==> src/rtl/gpi_rx_filter.sv <==
// gpi_rx_filter: pad input-enable, synchroniser, glitch filter, edge pulses and interrupt.
// Latency pad->DI_O is SYNC_STAGES+N; no backpressure. `GPI_RX_EDGE_CNT_EN adds EDGE_CNT_O.
module gpi_rx_filter #(
  parameter int SYNC_STAGES = 2,
  parameter int CW          = 8,
  parameter int SETTLE_CYC  = 4
) (
  input  logic          CLK_I,
  input  logic          RST_NI,
  input  logic          EN_I,
  input  logic          PAD_DI_I,
  input  logic [CW-1:0] FILT_LEN_I,
  input  logic [1:0]    IRQ_MODE_I,
  input  logic          IRQ_CLR_I,
  output logic          IE_O,
  output logic          DI_O,
  output logic          RISE_O,
  output logic          FALL_O,
  output logic          IRQ_O
`ifdef GPI_RX_EDGE_CNT_EN
  ,
  output logic [15:0]   EDGE_CNT_O
`endif
);

  localparam int SW = (SETTLE_CYC > 1) ? $clog2(SETTLE_CYC) : 1;
  localparam logic [SW-1:0] SETTLE_LAST = SW'(SETTLE_CYC - 1);

  typedef enum logic [1:0] {
    ST_DIS    = 2'd0,
    ST_SETTLE = 2'd1,
    ST_ACTIVE = 2'd2
  } state_e;

  state_e                 state_q, state_d;
  logic [SYNC_STAGES-1:0] sync_q, sync_d;
  logic [CW-1:0]          cnt_q, cnt_d;
  logic [SW-1:0]          settle_q, settle_d;
  logic                   ie_q, ie_d;
  logic                   di_q, di_d;
  logic                   rise_q, rise_d;
  logic                   fall_q, fall_d;
  logic                   sticky_q, sticky_d;
  logic                   sync_s;
  logic                   level_mode;
  logic                   qual;
  logic [CW-1:0]          filt_last;

  assign sync_s     = sync_q[SYNC_STAGES-1];
  assign level_mode = (IRQ_MODE_I == 2'b11);
  assign filt_last  = (FILT_LEN_I == '0) ? '0 : (FILT_LEN_I - CW'(1));

  always_comb begin
    sync_d = {sync_q[SYNC_STAGES-2:0], PAD_DI_I};
  end

  always_comb begin
    state_d = state_q;
    unique case (state_q)
      ST_DIS:    if (EN_I) state_d = ST_SETTLE;
      ST_SETTLE: begin
        if (!EN_I)                        state_d = ST_DIS;
        else if (settle_q == SETTLE_LAST) state_d = ST_ACTIVE;
      end
      ST_ACTIVE: if (!EN_I) state_d = ST_DIS;
      default:   state_d = ST_DIS;
    endcase
  end

  always_comb begin
    di_d     = di_q;
    cnt_d    = cnt_q;
    settle_d = '0;
    rise_d   = 1'b0;
    fall_d   = 1'b0;
    ie_d     = (state_d != ST_DIS);
    unique case (state_q)
      ST_DIS: begin
        di_d  = 1'b0;
        cnt_d = '0;
      end
      ST_SETTLE: begin
        cnt_d = '0;
        if (EN_I) begin
          di_d     = sync_s;
          settle_d = settle_q + SW'(1);
        end else begin
          di_d = 1'b0;
        end
      end
      ST_ACTIVE: begin
        if (!EN_I) begin
          // Disable drops the level silently; no FALL_O.
          di_d  = 1'b0;
          cnt_d = '0;
        end else if (sync_s == di_q) begin
          cnt_d = '0;
        end else if (cnt_q >= filt_last) begin
          // >= so a lowered FILT_LEN_I toggles on the next mismatch.
          di_d   = ~di_q;
          cnt_d  = '0;
          rise_d = ~di_q;
          fall_d = di_q;
        end else if (cnt_q != '1) begin
          cnt_d = cnt_q + CW'(1);
        end
      end
      default: begin
        di_d  = 1'b0;
        cnt_d = '0;
      end
    endcase
  end

  always_comb begin
    unique case (IRQ_MODE_I)
      2'b00:   qual = rise_d;
      2'b01:   qual = fall_d;
      2'b10:   qual = rise_d | fall_d;
      default: qual = 1'b0;
    endcase
    sticky_d = sticky_q;
    // Held clear in level mode, so leaving level mode starts from a clean flag.
    if (level_mode)     sticky_d = 1'b0;
    else if (qual)      sticky_d = 1'b1;
    else if (IRQ_CLR_I) sticky_d = 1'b0;
  end

  always_ff @(posedge CLK_I or negedge RST_NI) begin
    if (!RST_NI) begin
      state_q  <= ST_DIS;
      sync_q   <= '0;
      cnt_q    <= '0;
      settle_q <= '0;
      ie_q     <= 1'b0;
      di_q     <= 1'b0;
      rise_q   <= 1'b0;
      fall_q   <= 1'b0;
      sticky_q <= 1'b0;
    end else begin
      state_q  <= state_d;
      sync_q   <= sync_d;
      cnt_q    <= cnt_d;
      settle_q <= settle_d;
      ie_q     <= ie_d;
      di_q     <= di_d;
      rise_q   <= rise_d;
      fall_q   <= fall_d;
      sticky_q <= sticky_d;
    end
  end

  assign IE_O   = ie_q;
  assign DI_O   = di_q;
  assign RISE_O = rise_q;
  assign FALL_O = fall_q;
  assign IRQ_O  = level_mode ? ((state_q == ST_ACTIVE) && di_q) : sticky_q;

`ifdef GPI_RX_EDGE_CNT_EN
  logic [15:0] ecnt_q, ecnt_d;

  always_comb begin
    ecnt_d = ecnt_q;
    if (level_mode)                      ecnt_d = '0;
    else if (IRQ_CLR_I)                  ecnt_d = qual ? 16'd1 : 16'd0;
    else if (qual && ecnt_q != 16'hFFFF) ecnt_d = ecnt_q + 16'd1;
  end

  always_ff @(posedge CLK_I or negedge RST_NI) begin
    if (!RST_NI) ecnt_q <= '0;
    else         ecnt_q <= ecnt_d;
  end

  assign EDGE_CNT_O = level_mode ? 16'd0 : ecnt_q;
`endif

endmodule

==> config.mk <==
export PLATFORM = sky130hd
export DESIGN_NAME = gpi_rx_filter
export DESIGN_NICKNAME = d
export VERILOG_FILES = /design/src/rtl/gpi_rx_filter.sv
export SDC_FILE = /design/constraint.sdc
export NUM_CORES = 1
export LEC_CHECK = 0
export CAP_MARGIN = 20
export CELL_PAD_IN_SITES_DETAIL_PLACEMENT = 0
export CELL_PAD_IN_SITES_GLOBAL_PLACEMENT = 1
export CORE_ASPECT_RATIO = 0.8
export CORE_MARGIN = 1
export CORE_UTILIZATION = 43
export CTS_BUF_LIST = sky130_fd_sc_hd__clkbuf_4
export DETAILED_ROUTE_END_ITERATION = 8
export PLACE_DENSITY = 0.82
export SETUP_SLACK_MARGIN = 0.05
export SLEW_MARGIN = 10
export SYNTH_ARGS = -nofsm -noshare
export SYNTH_HDL_FRONTEND = slang
export SYNTH_SLANG_ARGS = --single-unit
export TNS_END_PERCENT = 5
==> constraint.sdc <==
create_clock -name CLK_I -period 2.3 [get_ports CLK_I]
set_input_delay 0.46 -clock CLK_I [delete_from_list [all_inputs] [get_ports CLK_I]]
set_output_delay 0.46 -clock CLK_I [all_outputs]
set_load 0.01 [all_outputs]
* Word-level counts from Yosys, hierarchy flattened *
Cells that the tools add are included.

cells by class
  bitwise logic cells = 2
  equal/unequal tests = 11
  order comparisons = 1
  reduce and logical (&&, ||, !) cells = 7
  divide/modulo/power cells = 0
  add/sub/neg operators = 3
  $mul = 0
  shift operators = 0
  muxes and demuxes = 31

operators by type and width
  kind                 number
  $mux 8               6
  $mux 1               16
  $mux 2               6
  $add 8x1->8 const B  1
  $eq 2x2->1 const B   4
  $ge 8x8->1           1
  $logic_not 8->1      1
  $ne 8x8->1 const B   1
  $sub 8x1->8 const B  1
  $ne 3x3->1 const B   2
  $pmux 2 s3           1
  $ne 5x5->1 const B   1
  $eq 2x1->1 const B   2
  $logic_not 2->1      2
  $pmux 1 s3           1
  $reduce_bool 3->1    1
  $add 2x1->2 const B  1
  $pmux 1 s2           1
  $reduce_and 2->1     1
  $reduce_bool 2->1    1
  $eq 1x1->1           1
  $logic_and 1x1->1    1
  $not 1->1            1
  $or 1x1->1           1

storage, ports and cells
  bits in registers = 19
  output and inout port bits = 5
  word-level logic and storage cells = 64
  input port bits = 15
  bits in latches = 0
  bits in writable memories = 0
  bits in read-only memories = 0
  memories = 0

* Longest topological paths before layout *
Gate-level depths: netlist of run 1.

  depth in word-level cells = 11
  gate-level depth with buffers = 12
  depth with buffers taken out = 12

* Worst setup path after synthesis of run 1 *
OpenSTA, ideal clock, no wires.

  path kind = input port to flip-flop
  start point = input port FILT_LEN_I[0]
  end point = register sticky_q
  arrival time = 2.728 ns
  setup slack = -0.549 ns
  path buffers = 0
  required time = 2.179 ns
  stages on the path = 12
  setup time = 0.121 ns
  cell sequence = inv_1 ha_1 nor2b_1 nand3b_1 or3_1 and2_1 ha_1 nand2b_4 a2111oi_4 nand4b_4 nand2_1 a22o_1

on the way
  word-level cells in the longest chain between the ends = 11
  elaborated cells on any way between the ends = 17
  those cells by class = 1 x add/sub; 1 x order compare; 12 x mux; 1 x bitwise; 2 x reduce/logical

ends and longest elaborated chain
  element                                         line  source
  start: declaration                              12    input logic [CW-1:0] FILT_LEN_I,
  $sub 8x1->8 or $logic_not 8->1 (tied branches)  51    assign filt_last = (FILT_LEN_I == '0) ? '0 : (FILT_LEN_I - CW'(1));
  $mux 8 (*)                                      51
  $ge 8x8->1 (*)                                  98    end else if (cnt_q >= filt_last) begin
  $mux 1                                          98
  $mux 1                                          96    end else if (sync_s == di_q) begin
  $mux 1                                          92    if (!EN_I) begin
  $mux 1                                          77    unique case (state_q)
  $or 1x1->1                                      119   2'b10: qual = rise_d | fall_d;
  $pmux 1 s3 (*)                                  116   unique case (IRQ_MODE_I)
  $mux 1                                          125   else if (qual) sticky_d = 1'b1;
  $mux 1                                          124   if (level_mode) sticky_d = 1'b0;
  end signal: assignment                          149   sticky_q <= sticky_d;
  end: declaration                                43    logic sticky_q, sticky_d;

Mark *: on every way between the ends. The rest lies on a longest branch, timed or not.
A chain may end at the register's enable or synchronous reset.

* Worst setup path in the final report of run 1 *
  start point = input port FILT_LEN_I[1]
  end point = register cnt_q[6]

on the way
  word-level cells in the longest chain between the ends = 7
  elaborated cells on any way between the ends = 9
  those cells by class = 1 x add/sub; 1 x order compare; 1 x eq/ne; 5 x mux; 1 x reduce/logical

ends and longest elaborated chain
  element                                         line  source
  $sub 8x1->8 or $logic_not 8->1 (tied branches)  51
  $mux 8 (*)                                      51
  $ge 8x8->1 (*)                                  98
  $mux 8                                          98
  $mux 8                                          96
  $mux 8                                          92
  $mux 8                                          77
  end signal: assignment                          143   cnt_q <= cnt_d;
  end: declaration                                37    logic [CW-1:0] cnt_q, cnt_d;

Marks and branches as above.

==> results.rst, run 1 <==
.. list-table::
   :header-rows: 1

   * - Metric
     - Value
   * - Final Skew
     - approximately 0.011 ns
   * - Effective utilization at floorplan
     - around 47%
   * - Critical-path cell with the highest stage delay
     - sky130_fd_sc_hd__or3_4
   * - Post-Syn Area
     - 1320 um^2
   * - Status
     - finished, violations left
   * - Detailed router's first-iteration violation count
     - 27
   * - Max-cap violations
     - 0
   * - Maximum number of pins on one net before global-route repair
     - 20
   * - Max-slew headroom
     - approximately 80%
   * - Most crowded layer after global routing
     - met2
   * - Area growth, synth to finish
     - 34.9%
   * - Met1 layer usage reported by global route
     - approximately a quarter
   * - Setup-failing EPs final
     - 12
   * - Clock tree from TritonCTS
     - yes
   * - Internal reg-to-reg setup slack
     - around 0.46 ns
   * - GRT overflow
     - 0
   * - Count of endpoints failing hold in the final timing report
     - 0
   * - Post-route DRC violation count
     - 0
   * - Avg Vias per Cell
     - around 5
   * - Boundary Pins
     - 20
   * - Horizontal die dimension
     - around 64 um
   * - Most frequent standard cell in the layout excluding fill and tap cells
     - sky130_fd_sc_hd__dfrtp_1
   * - Proportion of netlist area held by the largest area contributor
     - 36.1%
   * - Number of clock sinks seen by CTS
     - 19
   * - Biggest area consumer among synthesized cells
     - sky130_fd_sc_hd__dfrtp_1
   * - Die span in y
     - 51.5 um
   * - N_diodes
     - 0
   * - Post-synthesis sequential area ratio
     - between 30% and 40%
   * - Half-perimeter wire length after detailed placement
     - ~2200 um
   * - Largest vdd supply drop
     - between 0.4 and 0.5 mV
   * - Global routing usage on met3
     - ~4.4%
   * - Fraction of layout cells with a size suffix above 1
     - 24.6%
   * - Ratio of final minimum period to clock period
     - 107%
   * - Max incr delay on CP
     - approximately 0.36 ns
   * - Area of the core region
     - roughly 2800 um^2
   * - Total routing resource utilization after global routing
     - about a fifth
   * - Total power of the final layout
     - 0.801 mW
   * - Clock buffer count from CTS
     - 3
   * - Fin nets
     - 206
   * - Full die area
     - around 3300 um^2
   * - Max Freq
     - between 400 and 500 MHz
   * - RR Endpoint
     - cnt_q[6]
   * - Global-route wire length before repair
     - 4780 um
   * - Final-report max-slew violation count
     - 0
   * - Placer's final routability congestion estimate
     - about 0.75
   * - Post-synthesis average cell area
     - 9.76 um^2
   * - Failing checks
     - negative setup slack
   * - Data required time at the worst endpoint
     - 2.52 ns
   * - Initial antenna violation count
     - 0
   * - Clock root buffer
     - sky130_fd_sc_hd__clkbuf_4
   * - Final critical-path setup slack
     - -0.169 ns
   * - Number of fill cells in the layout
     - ~240
   * - Number of levels the H-tree was split into
     - 1
   * - Synth unique cells
     - 36
   * - Hold path startpoint
     - sync_q[0]
   * - Largest cells by area after synthesis
     - sky130_fd_sc_hd__dfrtp_1 (36%), sky130_fd_sc_hd__ha_1 (14%), sky130_fd_sc_hd__nor2_1 (4.3%), sky130_fd_sc_hd__nand2_1 (3.7%), sky130_fd_sc_hd__and3_1 (3.3%)
   * - Worst Path Max Fanout
     - 8
   * - CP Capture Type
     - flop
   * - Reg2reg start
     - cnt_q[0]
   * - R2R depth
     - 7
   * - Worst hold path depth
     - 0
   * - Site row count
     - 17
   * - Wire length per cell
     - approximately 12 um
   * - End-of-flow core utilization
     - around 63%
   * - Synthesized Nets
     - 165
   * - Dominant cell type by count on the critical path
     - sky130_fd_sc_hd__ha_4
   * - Final critical path time including I/O delays and setup
     - 2.47 ns
   * - Top library cells by usage in the layout, fill and taps aside
     - sky130_fd_sc_hd__dfrtp_1 (19), sky130_fd_sc_hd__buf_4 (16), sky130_fd_sc_hd__nor2_1 (14)
   * - Worst EP arrival
     - 2.69 ns
   * - Reg clk slew, reported paths
     - 0.12 ns
   * - Transition time at the pin with the least slew margin
     - between 0.3 and 0.4 ns
   * - Synthesis-stage register bit count
     - 19
   * - P_leak
     - ~0.86 nW
   * - Worst Path Buf+Inv
     - 2
   * - Clock insertion delay at the later pin of the skew report
     - 0.31 ns
   * - Vias in the first global route
     - between 1k and 1.5k
   * - Met2 demand-to-capacity share in global routing
     - a little under a third
   * - Kind of cell with the highest combined delay on the critical path
     - simple AND/OR/NAND/NOR gates
   * - Setup repair after global routing missed its margin
     - true
   * - Kind of critical path
     - primary input to flop
   * - Cell chain of the critical path
     - buf_8 -> clkinv_4 -> ha_4 -> nor2b_4 -> nand3b_1 -> or3_4 -> and2_4 -> ha_4 -> nand2b_4 -> a2111oi_4 -> nand4b_4 -> nand3_4 -> a211oi_2
   * - Count of mapped cells out of synthesis
     - 135
   * - Overall via count from detail_route
     - 1,053
   * - Hold-critical path endpoint
     - sync_q[1]
   * - Hold Crit Class
     - flop to flop
   * - YS warnings
     - 0
   * - Largest buffer count on any clock path
     - 2
   * - Number of port buffers
     - 19
   * - Wirelength, routed
     - approximately 2700 um
   * - Routed Antenna Nets
     - 0
   * - Critical path startpoint category
     - primary input
   * - Total power density per cell area
     - around 450 nW/um^2
   * - Number of optimization iterations in the first detailed-route pass
     - 4
==> metal layers <==
metal  part of all wire, %  wire (um)  vias to the layer above
li1                      -          -                      555
met4                  0.56         15                        0
met2                    43       1150                       15
met5                     0          0                        -
met3                   3.2         86                        2
met1                    53       1400                      481
==> synth_stat cells <==
library cell	number
sky130_fd_sc_hd__a2111oi_4	1
sky130_fd_sc_hd__a211oi_2	1
sky130_fd_sc_hd__a21o_1	1
sky130_fd_sc_hd__a21oi_1	5
sky130_fd_sc_hd__a221oi_4	1
sky130_fd_sc_hd__a22o_1	1
sky130_fd_sc_hd__a31oi_1	1
sky130_fd_sc_hd__and2_1	2
sky130_fd_sc_hd__and3_1	7
sky130_fd_sc_hd__and3_4	1
sky130_fd_sc_hd__and3b_1	1
sky130_fd_sc_hd__dfrtp_1	19
sky130_fd_sc_hd__ha_1	15
sky130_fd_sc_hd__inv_1	5
sky130_fd_sc_hd__mux2i_1	3
sky130_fd_sc_hd__nand2_1	13
sky130_fd_sc_hd__nand2b_1	4
sky130_fd_sc_hd__nand2b_4	1
sky130_fd_sc_hd__nand3_1	7
sky130_fd_sc_hd__nand3_4	1
sky130_fd_sc_hd__nand3b_1	1
sky130_fd_sc_hd__nand4_1	1
sky130_fd_sc_hd__nand4b_4	1
sky130_fd_sc_hd__nor2_1	15
sky130_fd_sc_hd__nor2b_1	5
sky130_fd_sc_hd__nor3_1	2
sky130_fd_sc_hd__nor3_2	1
sky130_fd_sc_hd__nor3b_1	1
sky130_fd_sc_hd__nor4_1	1
sky130_fd_sc_hd__o21a_1	1
sky130_fd_sc_hd__o21ai_0	7
sky130_fd_sc_hd__o2bb2ai_1	1
sky130_fd_sc_hd__or2_1	1
sky130_fd_sc_hd__or3_1	1
sky130_fd_sc_hd__xnor2_1	2
sky130_fd_sc_hd__xor2_1	4
==> what timing repair did <==
item / 4_1_cts / 5_1_grt
hold buffers: 0 / 0
gates resized for setup: 25 / 3
pin swaps: 10 / 0
buffers inserted: 3 / 0
setup endpoints to repair: 13 / 12
==> registers in the layout (all words and copies together), names as in the netlist <==
register and count:
state_q 2, RISE_O 1, cnt_q 8, sync_q 2, FALL_O 1, settle_q 2, IE_O 1, sticky_q 1
DI_O 1
==> cells by family after synthesis <==
logic type | share of synthesized area, %
simple gates | 29.4
flops | 36.1
fa+ha+maj | 14.2
compound gates | 12.5
xor+xnor | 3.99
mux | 2.28
buf+inv | 1.42
==> per-stage QoR <==
stage               TNS [ns]  instance area [um^2]  setup slack [ns]  hold slack (ns)  cells
floorplan              -2.84                  1370            -0.315            0.164    135
global placement       -9.88                  1710            -0.902            0.333    206
detailed placement    -10.73                  1710            -0.973            0.354    206
CTS                    -1.55                  1770            -0.175            0.381    213
global route           -2.97                  1780            -0.299            0.400    213
finish                 -1.45                  1780            -0.169            0.377    213
==> worst max-delay path by stage <==
stage,end,start,cells past startpoint,slack (ns)
2_1_floorplan,cnt_q[6],FILT_LEN_I[1],12,-0.32
3_3_place_gp,cnt_q[6],FILT_LEN_I[1],13,-0.90
3_5_place_dp,cnt_q[6],FILT_LEN_I[1],13,-0.97
4_1_cts,cnt_q[6],FILT_LEN_I[1],13,-0.17
5_1_grt,cnt_q[6],FILT_LEN_I[1],13,-0.30
6_report,cnt_q[6],FILT_LEN_I[1],13,-0.17
==> power breakdown <==
| group | switching (mW) | internal (mW) | total, mW |
|---|---|---|---|
| logic | 0.105 | 0.128 | 0.232 |
| registers | 0.0279 | 0.365 | 0.393 |
| clock network | 0.109 | 0.0664 | 0.176 |
| total | 0.242 | 0.559 | 0.801 |
==> final cells by class <==
| class | instances | area, um^2 | area share (%) |
|---|---|---|---|
| Clock buffer | 3 | 22.5 | 1.27 |
| Tap cell | 38 | 47.5 | 2.68 |
| Inverter | 5 | 28.8 | 1.62 |
| Timing Repair Buffer | 36 | 317 | 17.8 |
| Sequential cell | 19 | 475 | 26.8 |
| Clock inverter | 1 | 7.51 | 0.423 |
| Multi-Input combinational cell | 111 | 878 | 49.4 |
Power figures use the tool's default switching activity.
==> run 2: changes to the inputs <==
MAX_ROUTING_LAYER = met4   (was default)
SLEW_MARGIN = default   (was 10)
==> run 2 against run 1 <==
- the run still ends with negative setup slack left
- global-route usage grew 0.53 points
- non-clock buffer count stayed put
- sequential power is essentially flat
- cell count is the same
- power about the same
- register-to-register slack about the same
- sequential share of layout area unchanged
- worst setup slack lost 0.0010 ns
- combinational power barely moved
- cell area unchanged
- critical endpoint unchanged
- largest cell class unchanged
- highest routed layer unchanged
==> results.rst, run 2 (synthesis gave the netlist of run 1 again) <==
.. list-table::
   :header-rows: 1

   * - Metric
     - Value
   * - Critical path startpoint category
     - primary input
   * - Worst Path Max Fanout
     - 8 (unchanged)
   * - Wirelength, routed
     - 2660 um (about the same)
   * - Initial antenna violation count
     - 0 (unchanged)
   * - Final-report max-slew violation count
     - 0 (unchanged)
   * - Top library cells by usage in the layout, fill and taps aside
     - sky130_fd_sc_hd__dfrtp_1 (19), sky130_fd_sc_hd__buf_4 (16), sky130_fd_sc_hd__nor2_1 (14)
   * - Final std cells w/o fill
     - 213 (unchanged)
   * - Flip-flop count of the largest register, all copies and words added
     - 8 (unchanged)
   * - Largest buffer count on any clock path
     - 2 (unchanged)
   * - Clock insertion delay at the later pin of the skew report
     - 0.31 ns (about the same)
   * - Wire length per cell
     - 12.5 um (about the same)
   * - P_leak
     - 0.856 nW (unchanged)
   * - Number of optimization iterations in the first detailed-route pass
     - 4 (unchanged)
   * - Maximum number of pins on one net before global-route repair
     - 20 (unchanged)
   * - Worst hold slack
     - 0.377 ns (unchanged)
   * - Site row count
     - 17 (unchanged)
   * - Clock buffer count from CTS
     - 3 (unchanged)
   * - CP Capture Type
     - flop
   * - Max Freq
     - 405 MHz (about the same)
   * - N_diodes
     - 0 (unchanged)
   * - Post-route DRC violation count
     - 0 (unchanged)
   * - Max-slew headroom
     - 78.4% (unchanged)
   * - Overall via count from detail_route
     - 1,053 (unchanged)
   * - Hold buffers post-CTS
     - 0 (unchanged)
   * - Clock root buffer
     - sky130_fd_sc_hd__clkbuf_4
   * - Number of fill cells in the layout
     - 242 (unchanged)
   * - Setup repair after global routing missed its margin
     - true
   * - Final critical path time including I/O delays and setup
     - 2.47 ns (+0.00105 ns)
   * - Data required time at the worst endpoint
     - 2.52 ns (about the same)
   * - Transition time at the pin with the least slew margin
     - 0.324 ns (unchanged)
   * - Setup-failing EPs final
     - 12 (unchanged)
   * - Post-place setup slack
     - -0.973 ns (unchanged)
   * - Kind of critical path
     - primary input to flop
   * - Top register by number of flip-flops
     - cnt_q
   * - Boundary Pins
     - 20 (unchanged)
   * - Total power density per cell area
     - 451 nW/um^2 (about the same)
   * - Routed Antenna Nets
     - 0 (unchanged)
   * - Worst EP arrival
     - 2.69 ns (about the same)
   * - Avg Vias per Cell
     - 4.94 (unchanged)
   * - Full die area
     - 3290 um^2 (unchanged)
   * - Vias in the first global route
     - 1,103 (unchanged)
   * - Internal reg-to-reg setup slack
     - 0.46 ns (about the same)
   * - Die span in y
     - 51.5 um (unchanged)
   * - Number of clock sinks seen by CTS
     - 19 (unchanged)
   * - Fin nets
     - 206 (unchanged)
   * - Placed insts
     - 206 (unchanged)
   * - Global-route wire length before repair
     - 4770 um (-0.15%)
   * - Effective utilization at floorplan
     - 46.6% (unchanged)
   * - Area of the core region
     - 2830 um^2 (unchanged)
   * - Hold Crit Class
     - flop to flop
   * - Area growth, synth to finish
     - 34.9% (unchanged)
   * - Final Skew
     - 0.0107 ns (+0.00000380 ns)
   * - Total Negative Setup Slacks
     - -1.46 ns (-0.0126 ns)
   * - Most frequent standard cell in the layout excluding fill and tap cells
     - sky130_fd_sc_hd__dfrtp_1
   * - Failing checks
     - negative setup slack
   * - Horizontal die dimension
     - 63.9 um (unchanged)
   * - GRT overflow
     - 0 (unchanged)
   * - Clock tree from TritonCTS
     - yes
   * - Reg clk slew, reported paths
     - 0.12 ns (about the same)
   * - Ratio of final minimum period to clock period
     - 107% (about the same)
   * - Number of port buffers
     - 19 (unchanged)
   * - Largest vdd supply drop
     - 0.496 mV (about the same)
   * - Count of endpoints failing hold in the final timing report
     - 0 (unchanged)
   * - Detailed router's first-iteration violation count
     - 27 (unchanged)
   * - Number of levels the H-tree was split into
     - 1 (unchanged)
   * - Total power of the final layout
     - 0.801 mW (about the same)
   * - Status
     - finished, violations left
   * - Fraction of layout cells with a size suffix above 1
     - 24.6% (unchanged)
   * - Placer's final routability congestion estimate
     - 0.762 (+1.3%)
   * - Half-perimeter wire length after detailed placement
     - 2150 um (unchanged)
   * - Max-cap violations
     - 0 (unchanged)
   * - Total routing resource utilization after global routing
     - 19.6% (+0.53 points)
   * - Final critical-path setup slack
     - -0.170 ns (-0.00105 ns)
[run 2: cell counts in the layout (fill, tap and decap cells not counted)]
No cell type changed its count.
[run 2: routing by layer]
metal	GRT usage (%)	share of wire (%)	vias to the layer above
met1	26.5	53	481
met3	4.39	3.3	2
met4	4.17	0.56	0
li1	-	-	555
met2	30.3	43	15
met5	-	0	-
[run 2: layout make-up]
type	instances	area, um^2	area share (%)
Tap cell	38	47.5	2.68
Clock inverter	1	7.51	0.423
Multi-Input combinational cell	111	878	49.4
Timing Repair Buffer	36	317	17.8
Clock buffer	3	22.5	1.27
Inverter	5	28.8	1.62
Sequential cell	19	475	26.8
[run 2: repair_timing]
action,CTS,global route
pin swaps,10,0
setup endpoints to repair,13,12
resized for setup,25,3
setup buffers,3,0
[run 2: through the flow]
step           util (%)  area, um^2
6_report           62.8        1780
4_1_cts            62.7        1770
3_3_place_gp       60.5        1710
5_1_grt            62.8        1780
3_5_place_dp       60.5        1710
2_1_floorplan         -        1370
[run 2: worst max-delay path, cell delays in order]
cell	delay (ns)
sky130_fd_sc_hd__buf_8	0.10
sky130_fd_sc_hd__clkinv_4	0.04
sky130_fd_sc_hd__ha_4	0.12
sky130_fd_sc_hd__nor2b_4	0.14
sky130_fd_sc_hd__nand3b_1	0.11
sky130_fd_sc_hd__or3_4	0.36
sky130_fd_sc_hd__and2_4	0.18
sky130_fd_sc_hd__ha_4	0.20
sky130_fd_sc_hd__nand2b_4	0.14
sky130_fd_sc_hd__a2111oi_4	0.33
sky130_fd_sc_hd__nand4b_4	0.22
sky130_fd_sc_hd__nand3_4	0.13
sky130_fd_sc_hd__a211oi_2	0.17
[run 2: report_power, final]
part | internal, mW | switching, mW
registers | 0.365 | 0.0279
logic | 0.128 | 0.105
clock network | 0.0664 | 0.109
total | 0.559 | 0.242
[run 2: path summary, 6_finish.rpt]
path / startpoint / endpoint / depth (start not counted)
setup / recovery: FILT_LEN_I[1] / cnt_q[6] / 13
hold / removal: sync_q[0] / sync_q[1] / 0
setup reg to reg: cnt_q[0] / cnt_q[6] / 7
hold reg to reg: sync_q[0] / sync_q[1] / 0
max in group asynchronous: RST_NI / DI_O / 2
min in group asynchronous: RST_NI / state_q[1] / 2
